===== src/rtl/pc_control_if.sv =====
// pc_control_if: groups the sequencing-side signals of pc_control.
//   master modport (driver of control/instruction fields, consumer of PC state):
//     drives  PCSour, HLT, cond, imm, rs_data, flag_we, alu_flags
//     reads   pc, pc_plus2, taken, flags, halted
//   slave modport (pc_control itself) is the mirror image.
// Handshake: there is no valid/ready pair here; every input is treated as
// valid on every rising clk edge, and the outputs are always meaningful.
interface pc_control_if #(
  parameter int WIDTH = 16
);
  logic [1:0]       PCSour;
  logic             HLT;
  logic [2:0]       cond;
  logic [8:0]       imm;
  logic [WIDTH-1:0] rs_data;
  logic [2:0]       flag_we;
  logic [2:0]       alu_flags;
  logic [WIDTH-1:0] pc;
  logic [WIDTH-1:0] pc_plus2;
  logic             taken;
  logic [2:0]       flags;
  logic             halted;

  modport master (
    output PCSour, HLT, cond, imm, rs_data, flag_we, alu_flags,
    input  pc, pc_plus2, taken, flags, halted
  );

  modport slave (
    input  PCSour, HLT, cond, imm, rs_data, flag_we, alu_flags,
    output pc, pc_plus2, taken, flags, halted
  );
endinterface


===== src/rtl/pc_control.sv =====
// pc_control: program counter, {Z,V,N} flag register and sticky halt state.
//   clk  : rising-edge clock
//   rst  : synchronous active-high reset (pc=RESET_PC, flags=0, halted=0)
//   bus  : pc_control_if.slave
//     PCSour  00/10 = pc+2, 01 = register target, 11 = pc-relative immediate
//     HLT     enter HALT (pc holds, flag writes still land on that edge)
//     cond    branch condition, tested against the registered flags
//     imm     signed word offset for PCSour=11
//     rs_data register target for PCSour=01 (used unmodified)
//     flag_we / alu_flags  per-bit flag load
//     pc, pc_plus2, taken, flags, halted  outputs
// The two-state FSM is visible directly on bus.halted (HALT <=> halted=1).
module pc_control #(
  parameter int               WIDTH    = 16,
  parameter logic [WIDTH-1:0] RESET_PC = '0
) (
  input logic        clk,
  input logic        rst,
  pc_control_if.slave bus
);

  typedef enum logic {
    RUN  = 1'b0,
    HALT = 1'b1
  } state_t;

  localparam logic [WIDTH-1:0] TWO = WIDTH'(2);

  state_t           state_q, state_d;
  logic [WIDTH-1:0] pc_q, pc_d;
  logic [2:0]       flags_q, flags_d;
  logic             cond_true;
  logic             taken;
  logic [WIDTH-1:0] pc_plus2;
  logic [WIDTH-1:0] br_off;

  // Flag bit positions within {Z,V,N}.
  logic flag_z, flag_v, flag_n;
  assign flag_z = flags_q[2];
  assign flag_v = flags_q[1];
  assign flag_n = flags_q[0];

  assign pc_plus2 = pc_q + TWO;
  // Word offset -> byte offset: sign-extend then shift left by one.
  assign br_off   = {{(WIDTH-10){bus.imm[8]}}, bus.imm, 1'b0};

  always_comb begin
    cond_true = 1'b0;
    case (bus.cond)
      3'b000: cond_true = !flag_z;
      3'b001: cond_true = flag_z;
      3'b010: cond_true = !flag_z && !flag_n;
      3'b011: cond_true = flag_n;
      3'b100: cond_true = flag_z || (!flag_z && !flag_n);
      3'b101: cond_true = flag_n || flag_z;
      3'b110: cond_true = flag_v;
      3'b111: cond_true = 1'b1;
      default: cond_true = 1'b0;
    endcase
  end

  // PCSour bit0 distinguishes the two branch encodings (01, 11) from 00/10.
  assign taken = (state_q == RUN) && bus.PCSour[0] && cond_true;

  always_comb begin
    state_d = state_q;
    pc_d    = pc_q;
    flags_d = flags_q;
    if (state_q == RUN) begin
      for (int i = 0; i < 3; i++) begin
        if (bus.flag_we[i]) flags_d[i] = bus.alu_flags[i];
      end
      if (bus.HLT) begin
        state_d = HALT;
      end else if (taken) begin
        pc_d = bus.PCSour[1] ? (pc_plus2 + br_off) : bus.rs_data;
      end else begin
        pc_d = pc_plus2;
      end
    end
  end

  always_ff @(posedge clk) begin
    if (rst) begin
      state_q <= RUN;
      pc_q    <= RESET_PC;
      flags_q <= 3'b000;
    end else begin
      state_q <= state_d;
      pc_q    <= pc_d;
      flags_q <= flags_d;
    end
  end

  assign bus.pc       = pc_q;
  assign bus.pc_plus2 = pc_plus2;
  assign bus.taken    = taken;
  assign bus.flags    = flags_q;
  assign bus.halted   = (state_q == HALT);

endmodule


===== src/flat_wrapper.sv =====
// flat-port wrapper written by rule: the top's interface ports become plain ports
module pc_control_flat 
#(
  parameter int               WIDTH    = 16,
  parameter logic [WIDTH-1:0] RESET_PC = '0
)
  (clk, rst, bus_PCSour, bus_HLT, bus_cond, bus_imm, bus_rs_data, bus_flag_we, bus_alu_flags, bus_pc, bus_pc_plus2, bus_taken, bus_flags, bus_halted);
  pc_control_if #(.WIDTH(WIDTH)) bus_i ();
  input logic clk;
  input logic rst;
  input wire logic [$bits(bus_i.PCSour)-1:0] bus_PCSour;
  input wire logic [$bits(bus_i.HLT)-1:0] bus_HLT;
  input wire logic [$bits(bus_i.cond)-1:0] bus_cond;
  input wire logic [$bits(bus_i.imm)-1:0] bus_imm;
  input wire logic [$bits(bus_i.rs_data)-1:0] bus_rs_data;
  input wire logic [$bits(bus_i.flag_we)-1:0] bus_flag_we;
  input wire logic [$bits(bus_i.alu_flags)-1:0] bus_alu_flags;
  output wire logic [$bits(bus_i.pc)-1:0] bus_pc;
  output wire logic [$bits(bus_i.pc_plus2)-1:0] bus_pc_plus2;
  output wire logic [$bits(bus_i.taken)-1:0] bus_taken;
  output wire logic [$bits(bus_i.flags)-1:0] bus_flags;
  output wire logic [$bits(bus_i.halted)-1:0] bus_halted;
  assign bus_i.PCSour = bus_PCSour;
  assign bus_i.HLT = bus_HLT;
  assign bus_i.cond = bus_cond;
  assign bus_i.imm = bus_imm;
  assign bus_i.rs_data = bus_rs_data;
  assign bus_i.flag_we = bus_flag_we;
  assign bus_i.alu_flags = bus_alu_flags;
  assign bus_pc = bus_i.pc;
  assign bus_pc_plus2 = bus_i.pc_plus2;
  assign bus_taken = bus_i.taken;
  assign bus_flags = bus_i.flags;
  assign bus_halted = bus_i.halted;
  pc_control #(.WIDTH(WIDTH), .RESET_PC(RESET_PC)) u_core (.clk(clk), .rst(rst), .bus(bus_i));
endmodule

===== config.mk =====
export PLATFORM = sky130hd
export DESIGN_NAME = pc_control_flat
export DESIGN_NICKNAME = d
export VERILOG_FILES = /design/src/rtl/pc_control_if.sv /design/src/rtl/pc_control.sv /design/src/flat_wrapper.sv
export SDC_FILE = /design/constraint.sdc
export NUM_CORES = 1
export LEC_CHECK = 0
export BUFFER_PORTS_ARGS = -buffer_cell sky130_fd_sc_hd__buf_2
export CAP_MARGIN = 30
export CORE_MARGIN = 2
export CORE_UTILIZATION = 46
export CTS_BUF_LIST = sky130_fd_sc_hd__clkbuf_2 sky130_fd_sc_hd__clkbuf_4 sky130_fd_sc_hd__clkbuf_8
export CTS_CLUSTER_DIAMETER = 100
export CTS_CLUSTER_SIZE = 8
export DETAILED_ROUTE_END_ITERATION = 12
export GPL_TIMING_DRIVEN = 0
export HOLD_SLACK_MARGIN = 0.1
export PLACE_DENSITY = 0.7
export SYNTH_ARGS = -nofsm -noshare
export SYNTH_HDL_FRONTEND = slang
export SYNTH_SLANG_ARGS = --single-unit

===== constraint.sdc =====
create_clock -name clk -period 3.4 [get_ports clk]
set_input_delay 0.34 -clock clk [delete_from_list [all_inputs] [get_ports clk]]
set_output_delay 0.34 -clock clk [all_outputs]
set_load 0.01 [all_outputs]

* Yosys cells after proc, flatten, opt, wreduce, memory -nomap -nowiden *
Cells that the tools add are included.

operators by class
  bitwise gates (word level) = 2
  eq/ne operators = 7
  reductions and logical operators = 12
  mux-type cells = 5
  $add $sub $neg = 2

operator list
  kind                                                  number
  two-way mux 16 bit                                    2
  adder 16 bit                                          1
  adder 16 x 2 -> 16 bit (second input constant)        1
  equality test 3 bit (second input constant)           4
  case mux 1 bit (8 select lines)                       1
  AND reduction 2 bit                                   4
  equality test 3 x 2 -> 1 bit (second input constant)  2
  equality test 3 x 1 -> 1 bit (second input constant)  1
  logical AND 1 bit                                     3
  zero test 3 bit                                       1
  zero test 1 bit                                       2
  logical OR 1 bit                                      2
  two-way mux 1 bit                                     2
  inverter 1 bit                                        2

storage, ports and cells
  output and inout port bits = 37
  input bits = 39
  register bits after elaboration = 20
  word-level logic and storage cells = 33

* Logic depth before layout (Yosys ltp) *
Gate-level depths: netlist of run 1.

  depth after elaboration = 6
  depth in mapped cells = 12
  gate-level depth less buffers = 11

* Worst setup path after synthesis of run 1 *
OpenSTA, ideal clock, no wires.

  kind = register to register
  start = register u_core.pc_q[5], in the netlist u_core.bus.pc[5]
  end = register u_core.pc_q[15], in the netlist u_core.bus.pc[15]
  path buffers = 1
  stages on the path, launching flop included = 13
  slack = 0.165 ns
  clock period less this slack = 3.235 ns
  data arrival time = 3.140 ns
  setup time = 0.095 ns
  cells stage by stage = dfxtp_1 nand3_2 or2_0 clkbuf_1 nor3_1 xor2_1 ha_1 and2_4 or3_4 or3_1 o21bai_2 xnor2_1 a221oi_1

between the ends
  longest elaborated chain between the ends = 4

ends and longest elaborated chain
  element                 line                text
  start, declared         pc_control.sv:30    logic [WIDTH-1:0] pc_q, pc_d;
  start signal, assigned  pc_control.sv:90    pc_q <= pc_d;
  adder 16 x 2 -> 16 bit  pc_control.sv:43    assign pc_plus2 = pc_q + TWO;
  net bus_pc_plus2[12]    flat_wrapper.sv:19  output wire logic [$bits(bus_i.pc_plus2)-1:0] bus_pc_plus2;
  adder 16 bit            pc_control.sv:76    pc_d = bus.PCSour[1] ? (pc_plus2 + br_off) : bus.rs_data;
  two-way mux 16 bit      pc_control.sv:76
  two-way mux 16 bit      pc_control.sv:75    end else if (taken) begin

The timed path passes the listed nets, and every way through them passes these cells.
A chain may end at the register's enable or synchronous reset.

* Worst setup path in the final report of run 1 *
  start = register u_core.pc_q[2], in the netlist u_core.bus.pc[2]
  end = register u_core.pc_q[11], in the netlist u_core.bus.pc[11]

between the ends
  longest elaborated chain between the ends = 4

ends and longest elaborated chain
  element                     line
  adder 16 x 2 -> 16 bit (*)  pc_control.sv:43
  adder 16 bit                pc_control.sv:76
  two-way mux 16 bit          pc_control.sv:76
  two-way mux 16 bit (*)      pc_control.sv:75

Mark *: on every way between the ends. The rest lies on a longest branch, timed or not.

==> results of run 1 <==
[worst min-delay path, cell delays in order]
cell	delay, ps
buf_2	70
mux2i_1	60
nor2_1	70
[placed cells by master (no fill, tap or decap), drive strengths merged, types with 3 or more instances in the layout]
| cell | n |
|---|---|
| or2 | 3 |
| a21oi | 20 |
| mux2i | 11 |
| a31oi | 6 |
| a41oi | 4 |
| ha | 18 |
| dfxtp | 20 |
| inv | 13 |
| nand2b | 5 |
| nand2 | 20 |
| a221o | 3 |
| nor2b | 6 |
| o211ai | 4 |
| o21ai | 25 |
| xnor2 | 9 |
| xor2 | 8 |
| nor4 | 4 |
| nand3 | 11 |
| nor3 | 8 |
| nand3b | 3 |
| o2111ai | 3 |
| a21o | 3 |
| and2 | 3 |
| or3 | 5 |
| a211oi | 7 |
| clkbuf | 13 |
| nor3b | 5 |
| buf | 81 |
| nor2 | 23 |
| o311ai | 3 |
[path summary, 6_finish.rpt]
| kind | from | endpoint | slack, ps | cells after the start |
|---|---|---|---|---|
| setup / recovery | u_core.bus.pc[2] | u_core.bus.pc[11] | 180 | 11 |
| hold / removal | bus_alu_flags[0] | u_core.bus.flags[0] | 310 | 3 |
| setup reg to reg | u_core.bus.pc[2] | u_core.bus.pc[11] | 180 | 11 |
| hold reg to reg | u_core.bus.pc[7] | u_core.bus.pc[7] | 500 | 2 |
[stage by stage]
step	instances	utilization	TNS (ps)	hold slack (ps)
final	446	0.5997	0	306.4
after floorplan	301	-	0	487.2
after global placement	441	0.5786	-6.258	495.4
after detailed placement	441	0.5786	0	497.3
after global routing	446	0.5997	0	310.7
after CTS	445	0.5937	0	307.3
[area by class of cell]
class	instances	area (um^2)
clock inverters	1	30.03
multi-input cells	250	1802
plain buffers	17	80.08
flip-flops and latches	20	407.9
well taps	67	83.83
fillers	454	1916
clock buffers	3	41.29
repair buffers	74	372.9
inverters	14	52.55
[routing by layer]
metal | GRT usage | share of wire
met1 | 0.3230 | 0.46
met2 | 0.3996 | 0.46
met3 | 0.03882 | 0.053
met4 | 0.08730 | 0.026
met5 | 0 | 0
[flip-flops by register name, indices dropped and copies added, names as in the netlist]
register / count
u_core.bus.flags: 3
u_core.bus.pc: 16
u_core.bus.halted: 1
[power groups by stage]
stage	Sequential, mW	Combinational (mW)	Clock, mW
final	0.268	0.312	0.250
after global routing	0.271	0.345	0.263
after CTS	0.267	0.309	0.251
after detailed placement	0.272	0.308	0
after global placement	0.272	0.304	0
after floorplan	0.275	0.202	0
[kinds of logic after synthesis]
logic type,after synthesis
XOR/XNOR,17
flip-flops,20
adder cells (fa/ha/maj),19
multiplexers,13
buffers and inverters,31
AND/OR/NAND/NOR,103
AO/OA/AOI/OAI,98
[repair_timing]
action	4_1_cts	5_1_grt
buffers inserted	0	1
pin swaps	0	1
setup endpoints to repair	1	3
gates resized for setup	1	8
==> qor.yml, run 1 <==
outcome:
  outcome: "completed"
clock_tree:
  numCtsBuffers: 3
  clk_path_buf_depth: 2
  ctsHoldBuffers: 0
  insertion_delay_ps: 270
  cts_tree: "done"
  cts.sinks: 20
  htreeDepth: 1
  clk_pin_slew_ps: 90
  root_buffer: "clkbuf_8"
power:
  p_switching_uw: 291.5
  p_int_uw: 539.6
  power_uw: 831.1
  clockPowerShare: 0.301
  p_sw_frac: 0.3507
  seqPwrFrac: 0.323
  leakage_nw: 1.323
  power_density_nw_per_um2: 289.6
  max-vdd-ir-drop_mv: 0.1642
  pwr-share-comb: 0.376
setup_path:
  critPathKind: "reg2reg"
  crit_chain: "ha_2 > nand3_4 > nor2_1 > xor2_1 > ha_1 > o21ai_0 > inv_1 > o221a_4 > o31ai_1 > mux2i_1 > a41oi_1"
  path_delay_family: "compound AO/OA/AOI/OAI gates"
  cp-end-kind: "register"
  cp_max_fo: 8
  slowest_stage: "dfxtp_1"
  required_ps: 3530
  cp_slowest_stage_delay_ps: 400
  worst_setup_path_start_kind: "register"
  worstPathArrival_ps: 3350
  path_buf_inv: 1
synthesis:
  synth_fa_ha_area_frac: 0.1057
  synth_top_area_share: 0.1726
  ys_warn_count: 0
  synth_most_common_cell: "nor2_1"
  synth_top_family_by_area: "compound AO/OA/AOI/OAI gates"
  synthesis.area_um2: 2320
  synth-simple-area-share: 0.2438
  syn-num-nets: 359
  avgSynthCellArea_um2: 7.707
  synth_xor_xnor_area_share: 0.06742
  synth_edf_count: 0
  synthTopCellsByArea: "dfxtp_1, ha_1, mux2i_1, a21oi_1, o21ai_0"
  ys_ff_latch: 20
  synth-seq-area-share: 0.1726
  ys_types: 69
  netlist_instances: 301
  async_flop_share: 0
  ys_top_cells_by_count: "nor2_1, a21oi_1, dfxtp_1, nand2_1"
  ys.flop_type: "dfxtp_1"
  synth_top_area_cell: "dfxtp_1"
  synth_mux_area_frac: 0.05717
  synth-compound-area-share: 0.2961
route:
  first_iter_violations: 105
  vias: 2581
  finalWirelength_um: 6845
  ant_nets: 0
  dr.pass1.iters: 5
  drc: 0
  wl_per_cell_um: 15.35
  vias_per_cell: 5.787
cells_and_area:
  stdcell_area_um2: 2870
  diodes: 0
  area_delta_synth_final_pct: 23.73
  drive_gt1_frac: 0.2876
  nets: 438
floorplan:
  die_area_um2: 5627
  io_pins: 76
  die_x_um: 75.02
  core-area_um2: 4786
  die_h_um: 75.02
  num_rows: 25
  start_util: 0.4847
placement:
  placed_cell_area_um2: 2769
  hpwl_um: 5343
  io_buffers: 73
  routabilityCongestion: 0.8298
  place_ws_ps: 9.810
flow_run:
  drv_cap: 0
global_routing:
  first_global_vias: 2213
  grt_pass1_wl_um: 10430
  grt_max_degree: 13
  overflow: 0
  grt.total_usage: 0.2433
  antenna_found_initial: 0
timing:
  relSlewSlack: 0.6367
  setup_violations: 0
  fmaxAchievable_ghz: 0.3110
  postLayoutSetupSlackWorst_ps: 184.3
  tightest_slew_ps: 544.9
  rsz0062_at_grt: "no"
  drv_slew: 0
  post-route-period-util: 0.9458
  period_needed_ps: 3216
  hold_viol_final: 0
  skew_ps: 3.711
hold_path:
  hold_path.class: "in2reg"
(Power assumes the default switching activity.)
==> inputs of run 2 (changes only) <==
CELL_PAD_IN_SITES_DETAIL_PLACEMENT = 1   (was not set)
CELL_PAD_IN_SITES_GLOBAL_PLACEMENT = 1   (was not set)
CORE_UTILIZATION = 38   (was 46)
PLACE_DENSITY = 0.8   (was 0.7)
==> run 2 against run 1 <==
  * Clock power about the same
  * Total power up 1.6%
  * Highest routed layer unchanged
  * Non-clock buffer count down 1
  * Clock skew about the same
==> qor.yml, run 2 (synthesis gave the netlist of run 1 again) <==
route:
  drc: 0  # unchanged
  finalWirelength_um: 8405  # was 6845 um
  vias: 2661  # was 2,581
  first_iter_violations: 124  # was 105
  ant_nets: 0  # unchanged
  dr.pass1.iters: 4  # was 5
  wl_per_cell_um: 18.55  # was 15.35 um
  vias_per_cell: 5.874  # was 5.787
clock_tree:
  insertion_delay_ps: 270  # about the same
  numCtsBuffers: 3  # unchanged
  root_buffer: "clkbuf_8"  # unchanged
  cts_tree: "done"  # unchanged
  cts.sinks: 20  # unchanged
  clk_path_buf_depth: 2  # unchanged
  htreeDepth: 1  # unchanged
  clk_pin_slew_ps: 80  # was 90 ps
global_routing:
  first_global_vias: 2663  # was 2,213
  grtUsageMet2: 0.4415  # was 0.3996
  grtUsageMet1: 0.3274  # was 0.3230
  grt.total_usage: 0.2560  # was 0.2433
  overflow: 0  # unchanged
  grt.met3_usage: 0.03587  # was 0.03882
  grt_max_degree: 13  # unchanged
  busiest_layer: "met2"  # unchanged
  antenna_found_initial: 0  # unchanged
  grt_pass1_wl_um: 13260  # was 10,430 um
power:
  max-vdd-ir-drop_mv: 0.1471  # was 0.1642 mV
  leakage_nw: 1.321  # was 1.323 nW
  power_density_nw_per_um2: 290.7  # was 289.6 nW/um^2
setup_path:
  critPathKind: "reg2reg"  # unchanged
  reg2reg_slack_ps: 140  # was 180 ps
  cp-startpoint: "u_core.bus.pc[1]"  # was u_core.bus.pc[2]
  r2r_start: "u_core.bus.pc[1]"  # was u_core.bus.pc[2]
  crit_chain: "ha_2 > nand3_4 > or3_1 > buf_6 > xnor2_1 > ha_1 > and2_4 > or3_4 > or3_1 > o21bai_2 > xnor2_1 > a221oi_2"  # was ha_2 > nand3_4 > nor2_1 > xor2_1 > ha_1 > o21ai_0 > inv_1 > o221a_4 > o31ai_1 > mux2i_1 > a41oi_1
  cp-end-kind: "register"  # unchanged
  regToRegEndpoint: "u_core.bus.pc[15]"  # was u_core.bus.pc[11]
  cp_max_fo: 7  # was 8
  path_delay_family: "simple AND/OR/NAND/NOR gates"  # was compound AO/OA/AOI/OAI gates
  cp_slowest_stage_delay_ps: 390  # was 400 ps
  slowest_stage: "dfxtp_2"  # was dfxtp_1
  worst_setup_path_start_kind: "register"  # unchanged
  rr_worst_depth: 12  # was 11
  worstPathArrival_ps: 3430  # was 3350 ps
  path_buf_inv: 1  # unchanged
  required_ps: 3570  # was 3530 ps
timing:
  fmaxAchievable_ghz: 0.3070  # was 0.3110 GHz
  tightest_slew_ps: 579.8  # was 544.9 ps
  drv_slew: 0  # unchanged
  period_needed_ps: 3257  # was 3216 ps
  post-route-period-util: 0.9581  # was 0.9458
  relSlewSlack: 0.6134  # was 0.6367
  setup_violations: 0  # unchanged
  tns_ps: 0  # unchanged
  hold_viol_final: 0  # unchanged
  skew_ps: 3.862  # was 3.711 ps
floorplan:
  core-area_um2: 5921  # was 4786 um^2
  io_pins: 76  # unchanged
  die_x_um: 82.13  # was 75.02 um
  die_area_um2: 6745  # was 5627 um^2
  start_util: 0.3918  # was 0.4847
  num_rows: 28  # was 25
  die_h_um: 82.13  # was 75.02 um
hold_path:
  min_path_cells: 3  # unchanged
  whs_endpoint: "u_core.bus.flags[2]"  # was u_core.bus.flags[0]
  min-delay-start: "bus_alu_flags[2]"  # was bus_alu_flags[0]
  hold_path.class: "in2reg"  # unchanged
cells_and_area:
  n_fill_cell: 772  # was 454
  diodes: 0  # unchanged
  final_common_cell: "buf_2"  # unchanged
  area_delta_synth_final_pct: 25.19  # was 23.73%
  largest_reg_flops: 16  # unchanged
  drive_gt1_frac: 0.2963  # was 0.2876
  nets: 437  # was 438
  post-route-util: 0.4905  # was 0.5997
  stdcell_area_um2: 2904  # was 2870 um^2
  final_cell_mix: "buf_2, nor2_1, nand2_1, a21oi_1"  # was buf_2, nor2_1, nand2_1, a21oi_1, o21ai_0
placement:
  hpwl_um: 6575  # was 5343 um
  placed_cell_area_um2: 2779  # was 2769 um^2
  routabilityCongestion: 0.8696  # was 0.8298
  io_buffers: 73  # unchanged
flow_run:
  drv_cap: 0  # unchanged
outcome:
  outcome: "completed"  # unchanged
[run 2: cell types whose count changed in the layout (fill, tap and decap cells not counted), sizes merged]
| cell | change |
|---|---|
| clkbuf | -1 |
[run 2: cell type report]
class	count	area, um^2	share of cell area
buffer	16	76.32	0.02628
clock buffer	3	41.29	0.01422
clock inverter	1	30.03	0.01034
inverter	14	52.55	0.01810
multi-input combinational	250	1821	0.6269
sequential	20	416.7	0.1435
tap	75	93.84	0.03231
timing repair buffer	74	372.9	0.1284
[run 2: power breakdown]
group	internal [mW]	total [mW]	leakage, nW	switching, mW
clock	0.157	0.247	0.0357	0.0894
sequential	0.247	0.269	0.167	0.0221
combinational	0.135	0.328	1.12	0.193
[run 2: worst min-delay path, stage by stage]
cell     delay, ps
buf_2           80
mux2i_1         60
nor2_1          70
[run 2: how the worst max path moves through the flow]
| stage | slack (ps) | endpoint | depth (start not counted) |
|---|---|---|---|
| floorplan | 160 | u_core.bus.pc[15] | 12 |
| global placement | -40 | u_core.bus.pc[15] | 12 |
| detailed placement | -90 | u_core.bus.pc[15] | 12 |
| CTS | 10 | u_core.bus.pc[15] | 12 |
| global route | -6 | u_core.bus.pc[15] | 12 |
| finish | 140 | u_core.bus.pc[15] | 12 |
[run 2: metal layers]
layer,up-vias,wire [um],share of wire
li1,1286,-,-
met1,1283,3713,0.44
met2,77,4108,0.49
met3,15,366,0.044
met4,0,217,0.026
met5,-,0,0
[run 2: through the flow]
stage,hold WS [ps],cells,setup slack (ps),power (mW)
global route,326.3,453,-6.080,0.8943
CTS,310.8,453,12.09,0.8435
floorplan,487.2,301,164.8,0.4775
detailed placement,512.1,449,-90.08,0.5950
finish,310.3,453,142.5,0.8442
global placement,499.9,449,-36.66,0.5812
[run 2: what timing repair did]
action	4_1_cts	5_1_grt
pin swaps	0	2
setup buffers	0	1
gates resized for setup	6	12
endpoints found under the setup margin	2	4
hold buffers	0	0
endpoints found under the hold margin	0	0
==> inputs of run 3 (changes only) <==
RECOVER_POWER = 100   (was not set)
==> run 3 against run 2 <==
  * Die area stayed put
  * Sequential power hardly changed
  * Clock skew down 1.9 ps
  * Worst hold slack is essentially flat
  * Worst setup slack improved by 17 ps
  * Maximum frequency increased by 0.53%
  * Design area down 1.9%
  * Register-to-register slack better by 20 ps
  * Combinational power fell by 2%
  * Critical endpoint unchanged
  * Largest cell class unchanged
  * Largest power group unchanged
==> qor.yml, run 3 (synthesis gave the netlist of run 1 again) <==
outcome:
  outcome: "completed"  # unchanged
clock_tree:
  ctsHoldBuffers: 0  # unchanged
  cts_tree: "done"  # unchanged
  clk_pin_slew_ps: 80  # about the same
  htreeDepth: 1  # unchanged
  root_buffer: "clkbuf_8"  # unchanged
  numCtsBuffers: 3  # unchanged
  clk_path_buf_depth: 2  # unchanged
  insertion_delay_ps: 270  # about the same
  cts.sinks: 20  # unchanged
global_routing:
  first_global_vias: 2663  # unchanged
  grt_max_degree: 13  # unchanged
  grt_pass1_wl_um: 13260  # unchanged
  overflow: 0  # unchanged
  antenna_found_initial: 0  # unchanged
  grt.total_usage: 0.2560  # unchanged
power:
  p_switching_uw: 304.7  # was 304.6 uW
  clockPowerShare: 0.295  # was 0.292
  p_sw_frac: 0.3635  # was 0.3608
  p_int_uw: 533.5  # was 539.6 uW
  leakage_nw: 1.206  # was 1.321 nW
  max-vdd-ir-drop_mv: 0.1467  # was 0.1471 mV
  seqPwrFrac: 0.321  # was 0.319
  power_density_nw_per_um2: 294.3  # was 290.7 nW/um^2
  pwr-share-comb: 0.385  # was 0.389
timing:
  post-route-period-util: 0.9530  # was 0.9581
  fin_hold_ws_ps: 310.3  # about the same
  period_needed_ps: 3240  # was 3257 ps
  fmaxAchievable_ghz: 0.3086  # was 0.3070 GHz
  relSlewSlack: 0.5714  # was 0.6134
  hold_viol_final: 0  # unchanged
  skew_ps: 2.010  # was 3.862 ps
  setup_violations: 0  # unchanged
  tightest_slew_ps: 634.6  # was 579.8 ps
  drv_slew: 0  # unchanged
floorplan:
  die_area_um2: 6745  # unchanged
  core-area_um2: 5921  # unchanged
  die_x_um: 82.13  # unchanged
  start_util: 0.3918  # unchanged
  num_rows: 28  # unchanged
  io_pins: 76  # unchanged
  die_h_um: 82.13  # unchanged
route:
  drc: 0  # unchanged
  ant_nets: 0  # unchanged
  dr.pass1.iters: 4  # unchanged
  finalWirelength_um: 8443  # was 8405 um
  vias: 2659  # was 2,661
  wl_per_cell_um: 18.64  # was 18.55 um
  first_iter_violations: 124  # unchanged
  vias_per_cell: 5.870  # was 5.874
cells_and_area:
  diodes: 0  # unchanged
  post-route-util: 0.4810  # was 0.4905
  stdcell_area_um2: 2848  # was 2904 um^2
  largest_reg_flops: 16  # unchanged
  drive_gt1_frac: 0.2116  # was 0.2963
  stdcell_count: 453  # unchanged
  final_cell_mix: "buf_2, clkbuf_1, nor2_1"  # was buf_2, nor2_1, nand2_1, a21oi_1
  area_delta_synth_final_pct: 22.76  # was 25.19%
  nets: 437  # unchanged
  final_common_cell: "buf_2"  # unchanged
setup_path:
  worst_setup_path_start_kind: "register"  # unchanged
  worstPathArrival_ps: 3420  # was 3430 ps
  critPathKind: "reg2reg"  # unchanged
  required_ps: 3580  # was 3570 ps
  cp_max_fo: 7  # unchanged
  cp-end-kind: "register"  # unchanged
placement:
  hpwl_um: 6575  # unchanged
  io_buffers: 73  # unchanged
  place_inst: 449  # unchanged
  routabilityCongestion: 0.8696  # unchanged
  placed_cell_area_um2: 2779  # unchanged
flow_run:
  drv_cap: 0  # unchanged
hold_path:
  hold_path.class: "in2reg"  # unchanged
==> run 3: metrics by stage <==
| stage | setup TNS [ps] | total power, mW | setup slack [ps] |
|---|---|---|---|
| CTS | 0 | 0.8435 | 12.09 |
| global placement | -36.66 | 0.5812 | -36.66 |
| floorplan | 0 | 0.4775 | 164.8 |
| detailed placement | -111.4 | 0.5950 | -90.08 |
| finish | 0 | 0.8382 | 159.7 |
| global route | -0.2665 | 0.8872 | -0.2665 |
==> run 3: worst paths after layout <==
| check | startpoint | end | slack, ps | cells after the start |
|---|---|---|---|---|
| max | u_core.bus.pc[1] | u_core.bus.pc[15] | 160 | 12 |
| min | bus_alu_flags[2] | u_core.bus.flags[2] | 310 | 3 |
| max reg2reg | u_core.bus.pc[1] | u_core.bus.pc[15] | 160 | 12 |
| min reg2reg | u_core.bus.pc[2] | u_core.bus.pc[2] | 500 | 2 |
==> run 3: area by class of cell <==
cell class,count,area [um^2]
multi-input cells,250,1799
flip-flops and latches,20,416.7
clock buffers,3,41.29
plain buffers,16,71.32
fillers,785,3073
inverters,14,52.55
repair buffers,74,342.8
clock inverters,1,30.03
well taps,75,93.84
==> run 3: repair_timing <==
action,CTS,global route
setup endpoints to repair,2,4
setup buffers,0,1
resized for setup,6,12
pin swaps,0,2
==> run 3: critical path: stages (launching register included) <==
cell	delay, ps
dfxtp_2	390
ha_2	260
nand3_4	130
or3_1	340
buf_6	150
xnor2_1	180
ha_1	270
and2_4	170
or3_4	340
or3_1	370
o21bai_2	130
xnor2_1	110
a221oi_2	300
==> run 3: layer usage <==
metal,GRT usage,share of wire,up-vias,routed length [um]
met2,0.4415,0.49,83,4129
li1,-,-,1288,-
met1,0.3274,0.44,1273,3691
met5,0,0,-,0
met3,0.03587,0.047,15,397
met4,0.08500,0.027,0,225
==> run 3: power groups by stage <==
stage,Sequential [mW],Combinational (mW),Clock (mW)
3_3_place_gp,0.272,0.309,0
6_report,0.269,0.322,0.247
3_5_place_dp,0.273,0.322,0
4_1_cts,0.269,0.325,0.250
2_1_floorplan,0.275,0.202,0
5_1_grt,0.271,0.357,0.259
